===== src/rtl/hqc_fw_pkg.sv =====
// Shared HQC fixed-weight sampler constants: per-parameter-set N, M, W, THRESH,
// scheduler state encoding and the log2ceil helper.
package hqc_fw_pkg;

   localparam int RAND_W = 24;

   localparam int HQC128_N      = 17669;
   localparam int HQC128_M      = 15;
   localparam int HQC128_W      = 66;
   localparam int HQC128_THRESH = 16767881;

   localparam int HQC192_N      = 35851;
   localparam int HQC192_M      = 16;
   localparam int HQC192_W      = 100;
   localparam int HQC192_THRESH = 16742417;

   localparam int HQC256_N      = 57637;
   localparam int HQC256_M      = 16;
   localparam int HQC256_W      = 131;
   localparam int HQC256_THRESH = 16772367;

   typedef enum logic [1:0] {
      ST_IDLE  = 2'd0,
      ST_RUN   = 2'd1,
      ST_DRAIN = 2'd2
   } sched_state_e;

   function automatic int log2ceil(input int value);
      int res;
      res = 0;
      while ((1 << res) < value) begin
         res = res + 1;
      end
      return res;
   endfunction

endpackage


===== src/rtl/hqc_barrett_red.sv =====
// Two-cycle Barrett reducer: r = a mod N for 24-bit a. With k = 24 the quotient
// estimate is at most one short, so a single conditional subtract finishes it.
module hqc_barrett_red
   import hqc_fw_pkg::*;
#(
   parameter int N = HQC128_N,
   parameter int M = HQC128_M
)(
   input  logic              clk_i,
   input  logic              rst_ni,
   input  logic [RAND_W-1:0] a_i,
   output logic [M-1:0]      r_o
);
   localparam int                MU   = (1 << RAND_W) / N;
   localparam logic [RAND_W-1:0] N_V  = RAND_W'(N);
   localparam logic [RAND_W-1:0] MU_V = RAND_W'(MU);

   logic [2*RAND_W-1:0] prod_s;
   logic [RAND_W-1:0]   a_r, q_r, qn_s, rem_s, red_s;
   logic [M-1:0]        r_r;

   assign prod_s = {{RAND_W{1'b0}}, a_i} * {{RAND_W{1'b0}}, MU_V};
   assign qn_s   = q_r * N_V;
   assign rem_s  = a_r - qn_s;
   assign red_s  = (rem_s >= N_V) ? (rem_s - N_V) : rem_s;
   assign r_o    = r_r;

   // Stage 1 registers operand and quotient estimate; stage 2 registers the residue.
   always_ff @(posedge clk_i or negedge rst_ni) begin
      if (!rst_ni) begin
         a_r <= {RAND_W{1'b0}};
         q_r <= {RAND_W{1'b0}};
         r_r <= {M{1'b0}};
      end else begin
         a_r <= a_i;
         q_r <= RAND_W'(prod_s >> RAND_W);
         r_r <= M'(red_s);
      end
   end

endmodule


===== src/rtl/hqc_fw_red_sched.sv =====
// Rejection-samples PRNG words, reduces survivors mod N and streams exactly W
// positions through a credit-protected output FIFO.
module hqc_fw_red_sched
   import hqc_fw_pkg::*;
#(
   parameter string parameter_set = "hqc128",
   parameter int    N      = (parameter_set == "hqc256") ? HQC256_N :
                             (parameter_set == "hqc192") ? HQC192_N : HQC128_N,
   parameter int    M      = (parameter_set == "hqc256") ? HQC256_M :
                             (parameter_set == "hqc192") ? HQC192_M : HQC128_M,
   parameter int    W      = (parameter_set == "hqc256") ? HQC256_W :
                             (parameter_set == "hqc192") ? HQC192_W : HQC128_W,
   parameter int    THRESH = (parameter_set == "hqc256") ? HQC256_THRESH :
                             (parameter_set == "hqc192") ? HQC192_THRESH : HQC128_THRESH,
   parameter int    FIFO_DEPTH = 4
)(
   input  logic              clk_i,
   input  logic              rst_ni,
   input  logic              start_i,
   output logic              busy_o,
   output logic              done_o,
   input  logic [RAND_W-1:0] rand_data_i,
   input  logic              rand_valid_i,
   output logic              rand_ready_o,
   output logic [M-1:0]      pos_o,
   output logic              pos_valid_o,
   input  logic              pos_ready_i
);
   localparam int CW = log2ceil(W + 1);
   localparam int FW = log2ceil(FIFO_DEPTH + 1);
   localparam int PW = log2ceil(FIFO_DEPTH);
   localparam logic [RAND_W-1:0] THRESH_V = RAND_W'(THRESH);

   sched_state_e      state_r, state_s;
   logic [CW-1:0]     issued_r, popped_r;
   logic [1:0]        valid_sr_r;
   logic [M-1:0]      fifo_mem_r [FIFO_DEPTH];
   logic [PW-1:0]     wr_ptr_r, rd_ptr_r;
   logic [FW-1:0]     fifo_cnt_r, inflight_s;
   logic [FW:0]       occupancy_s;
   logic              fire_s, issue_s, push_s, pop_s, start_s;
   logic [RAND_W-1:0] red_in_s;
   logic [M-1:0]      red_out_s;

   // Credit: every word in the reducer already owns a FIFO slot.
   assign inflight_s   = FW'(valid_sr_r[0]) + FW'(valid_sr_r[1]);
   assign occupancy_s  = {1'b0, fifo_cnt_r} + {1'b0, inflight_s};
   assign rand_ready_o = (state_r == ST_RUN) && (occupancy_s < (FW + 1)'(FIFO_DEPTH));
   assign fire_s       = rand_valid_i && rand_ready_o;
   assign issue_s      = fire_s && (rand_data_i < THRESH_V);
   assign red_in_s     = issue_s ? rand_data_i : {RAND_W{1'b0}};
   assign push_s       = valid_sr_r[1];
   assign pos_valid_o  = (fifo_cnt_r != {FW{1'b0}});
   assign pop_s        = pos_valid_o && pos_ready_i;
   assign pos_o        = pos_valid_o ? fifo_mem_r[rd_ptr_r] : {M{1'b0}};
   assign start_s      = (state_r == ST_IDLE) && start_i;
   assign busy_o       = (state_r != ST_IDLE);
   assign done_o       = (state_r == ST_DRAIN) && pop_s && (popped_r == CW'(W - 1));

   hqc_barrett_red #(
      .N (N),
      .M (M)
   ) u_red (
      .clk_i  (clk_i),
      .rst_ni (rst_ni),
      .a_i    (red_in_s),
      .r_o    (red_out_s)
   );

   // Next-state logic for the run sequencer.
   always_comb begin
      state_s = state_r;
      case (state_r)
         ST_IDLE:  if (start_i) state_s = ST_RUN; else state_s = ST_IDLE;
         ST_RUN:   if (issue_s && (issued_r == CW'(W - 1))) state_s = ST_DRAIN;
                   else state_s = ST_RUN;
         ST_DRAIN: if (done_o) state_s = ST_IDLE; else state_s = ST_DRAIN;
         default:  state_s = ST_IDLE;
      endcase
   end

   // State, run counters and reducer valid pipeline.
   always_ff @(posedge clk_i or negedge rst_ni) begin
      if (!rst_ni) begin
         state_r    <= ST_IDLE;
         issued_r   <= {CW{1'b0}};
         popped_r   <= {CW{1'b0}};
         valid_sr_r <= 2'b00;
      end else begin
         state_r    <= state_s;
         valid_sr_r <= {valid_sr_r[0], issue_s};
         if (start_s) begin
            issued_r <= {CW{1'b0}};
            popped_r <= {CW{1'b0}};
         end else begin
            if (issue_s) issued_r <= issued_r + CW'(1);
            if (pop_s)   popped_r <= popped_r + CW'(1);
         end
      end
   end

   // Output FIFO; the credit rule keeps pushes off a full buffer.
   always_ff @(posedge clk_i or negedge rst_ni) begin
      if (!rst_ni) begin
         wr_ptr_r   <= {PW{1'b0}};
         rd_ptr_r   <= {PW{1'b0}};
         fifo_cnt_r <= {FW{1'b0}};
         for (int i = 0; i < FIFO_DEPTH; i++) fifo_mem_r[i] <= {M{1'b0}};
      end else begin
         if (push_s) begin
            fifo_mem_r[wr_ptr_r] <= red_out_s;
            wr_ptr_r <= (wr_ptr_r == PW'(FIFO_DEPTH - 1)) ? {PW{1'b0}} : wr_ptr_r + PW'(1);
         end
         if (pop_s) begin
            rd_ptr_r <= (rd_ptr_r == PW'(FIFO_DEPTH - 1)) ? {PW{1'b0}} : rd_ptr_r + PW'(1);
         end
         fifo_cnt_r <= fifo_cnt_r + FW'(push_s) - FW'(pop_s);
      end
   end

endmodule


===== config.mk =====
export PLATFORM = sky130hd
export DESIGN_NAME = hqc_fw_red_sched
export DESIGN_NICKNAME = d
export VERILOG_FILES = /design/src/rtl/hqc_fw_pkg.sv /design/src/rtl/hqc_barrett_red.sv /design/src/rtl/hqc_fw_red_sched.sv
export SDC_FILE = /design/constraint.sdc
export NUM_CORES = 1
export LEC_CHECK = 0
export BUFFER_PORTS_ARGS = -buffer_cell sky130_fd_sc_hd__buf_4
export CORE_MARGIN = 4
export CORE_UTILIZATION = 61
export CTS_CLUSTER_DIAMETER = 60
export DETAILED_ROUTE_END_ITERATION = 6
export HOLD_SLACK_MARGIN = 0.08
export PLACE_DENSITY = 0.79
export SYNTH_ARGS = -nofsm -noshare
export SYNTH_HDL_FRONTEND = slang
export SYNTH_SLANG_ARGS = --single-unit

===== constraint.sdc =====
create_clock -name clk_i -period 9.8 [get_ports clk_i]
set_clock_uncertainty 0.05 [all_clocks]
set_input_delay 0.49 -clock clk_i [delete_from_list [all_inputs] [get_ports clk_i]]
set_output_delay 0.49 -clock clk_i [all_outputs]
set_load 0.005 [all_outputs]

==> flow_metrics.tcl <==
set metrics [dict create \
    slowest_delay_ps 540 \
    cts_sinks 134 \
    gr-usage-met3_pct 3.623 \
    fin_setup_tns_ps 0 \
    grt-ovfl-total 0 \
    place_congestion 0.8903 \
    synthCells 1270 \
    die_h_um 156.8 \
    fmax_ghz 0.1286 \
    slowest_stage "fa_1" \
    path_class "reg2reg" \
    drive_gt1_share_pct 16.23 \
    fp-row-count 54 \
    syn_to_final_growth_pct 8.697 \
    clk_pin_slew_worst_paths_ps 60 \
    ys_types 92 \
    portBuffers 47 \
    use_met2_pct 39.74 \
    fin_ws_ps 2027 \
    wirelength_mm 25.85 \
    synth_ff_type "dfrtp_1" \
    initial_core_util_pct 61.90 \
    drt-wirelength-per-cell_um 16.11 \
    via_per_inst 5.505 \
    dpl.hpwl_mm 20.85 \
    final_hold_viol_count 0 \
    die-area_mm2 0.02459 \
    async_flop_share_pct 100.0 \
    synth.avg_cell_area_um2 10.64 \
    worstSetupStartpoint "fifo_cnt_r[0]" \
    top_usage_layer "met2" \
    numCtsBuffers 17 \
    cts_root_buf "clkbuf_16" \
    crit_end "u_red.q_r[7]" \
    worst_r2r_startpoint "fifo_cnt_r[0]" \
    crit_arrival_ps 8080 \
    dr.pass1.iters 5 \
    worst_pin_slew_ps 1073 \
    rsz0062_at_grt "no" \
    grt_pass1_vias 9474 \
    synth_nets 1621 \
    rrSetupSlack_ps 2030 \
    antenna_found_initial 0 \
    worstPathMaxFanout 40 \
    start_kind "flop" \
    drv_slew 0 \
    clockBufferDepth 2 \
    grt_max_degree 73 \
    ys_warn_count 0 \
    synth-edff-count 0 \
    cts_max_level 4 \
    tritoncts "done" \
    hold_class "in2reg" \
    path_buf_inv 6 \
    post-route-period-util_pct 79.32 \
    use_met1_pct 29.14 \
    synth-seq-cells 134 \
    drt_iter0_markers 332 \
    r2r_end "u_red.q_r[7]" \
    crit_path_frequent_cell "inv_1" \
    end_kind "flop" \
    layout_common_cells "inv_1 (297), ha_1 (194), dfrtp_1 (134)" \
    vias 8836 \
    slew_headroom_pct 28.45 \
    max_cap_violations 0 \
    setup_viol 0 \
    final_core_util_pct 67.29 \
    finalCriticalPeriod_ps 7773 \
    critical-path-top-delay-family "adder cells" \
    num_antenna_cells 0 \
    post-cts-setup-buffers 0 \
    place_ws_ps 1829 \
    insertion_delay_ps 430 \
    grt_pass1_wl_mm 44.83 \
    syn_area_mm2 0.01351 \
    ys_seq_area_share_pct 24.82 \
    final_common_cell "inv_1" \
    fin_nets 1663 \
    status "finished clean" \
    antenna_left 0 \
    io_pins 48 \
    drc_errors 0 \
    fp.coreArea_mm2 0.02182 \
    path_depth 27 \
    finalHoldWorstSlack_ps 305.4 \
    grt_usage_pct 22.73 \
    crit_required_ps 10100 \
    die_w_um 156.8 \
    r2r_cells 27 \
]
==> final cells by class <==
| cell class | count | area, µm² |
|---|---|---|
| repair buffers | 51 | 389.1 |
| inverters | 297 | 1115 |
| fillers | 1646 | 7139 |
| multi-input cells | 811 | 8867 |
| clock buffers | 21 | 460.4 |
| flip-flops and latches | 134 | 3353 |
| well taps | 280 | 350.3 |
| clock inverters | 11 | 148.9 |
==> state kept, by name, summed over array words and instances (netlist names) <==
register	cells
fifo_mem_r	60
u_red.a_r	24
u_red.r_o	15
u_red.q_r	10
issued_r	7
popped_r	7
fifo_cnt_r	3
rd_ptr_r	2
state_r	2
valid_sr_r	2
wr_ptr_r	2
==> worst register-to-register path: stages (launching register included) <==
cell and delay (ps):
dfrtp_1 400, ha_1 280, a21oi_1 70, or3_1 370, a21oi_1 280, and3_1 200, buf_4 330, nand2_1 330
inv_1 290, ha_1 280, inv_1 80, fa_1 420, fa_1 540, inv_1 60, fa_1 530, inv_1 60
fa_1 510, inv_1 50, ha_1 330, a21oi_1 200, o21ai_0 170, or3_1 400, nor3b_1 320, a211oi_2 180
o211a_1 290, a311o_1 390, a21oi_1 180, xnor2_1 130
==> through the flow <==
stage	instances	instance area [µm²]
4_1_cts	1605	14680
2_1_floorplan	1270	13510
3_5_place_dp	1572	14060
5_1_grt	1605	14680
6_report	1605	14680
3_3_place_gp	1572	14060
==> Yosys cell counts, drive strengths merged, types with 15 or more instances <==
library cell    n  area share [%]
a21oi          44             2.0
and2           29             1.4
clkbuf         18            0.65
dfrtp         134              25
fa            128              19
ha            194              18
inv           297             8.3
mux2           64             5.4
mux4           15             2.5
nand2          51             1.4
nor2           42             1.2
o21ai          23            0.94
xnor2          35             2.4
xor2           22             1.4
==> layer usage <==
metal	up-vias	wire, µm
met5	-	0
met4	0	633
met3	49	918
met2	165	13260
met1	4390	11040
li1	4232	-
==> cell families (layout without fill, tap and decap cells) <==
logic type,after synthesis,after routing,share of synthesized area [%]
AND/OR/NAND/NOR,198,198,7.826
multiplexers,80,80,7.937
XOR/XNOR,57,57,3.807
adder cells (fa/ha/maj),322,322,36.94
AO/OA/AOI/OAI,154,154,9.132
buffers and inverters,325,380,9.540
flip-flops,134,134,24.82
==> worst min-delay path by stage <==
stage	start	to	slack, ps	cells past startpoint
4_1_cts	start_i	state_r[0]	290	3
6_report	start_i	state_r[0]	310	3
3_3_place_gp	valid_sr_r[0]	valid_sr_r[1]	320	0
5_1_grt	start_i	state_r[0]	330	3
2_1_floorplan	rst_ni	fifo_cnt_r[0]	140	0
3_5_place_dp	valid_sr_r[0]	valid_sr_r[1]	320	0
==> repair_timing <==
action	in CTS	in global routing
endpoints found under the hold margin	62	0
gates resized for setup	0	0
hold buffers	1	0
Power is left out: the tool's default activity adds up to more than one toggle a clock period on the data nets, which glitch-free logic cannot reach.
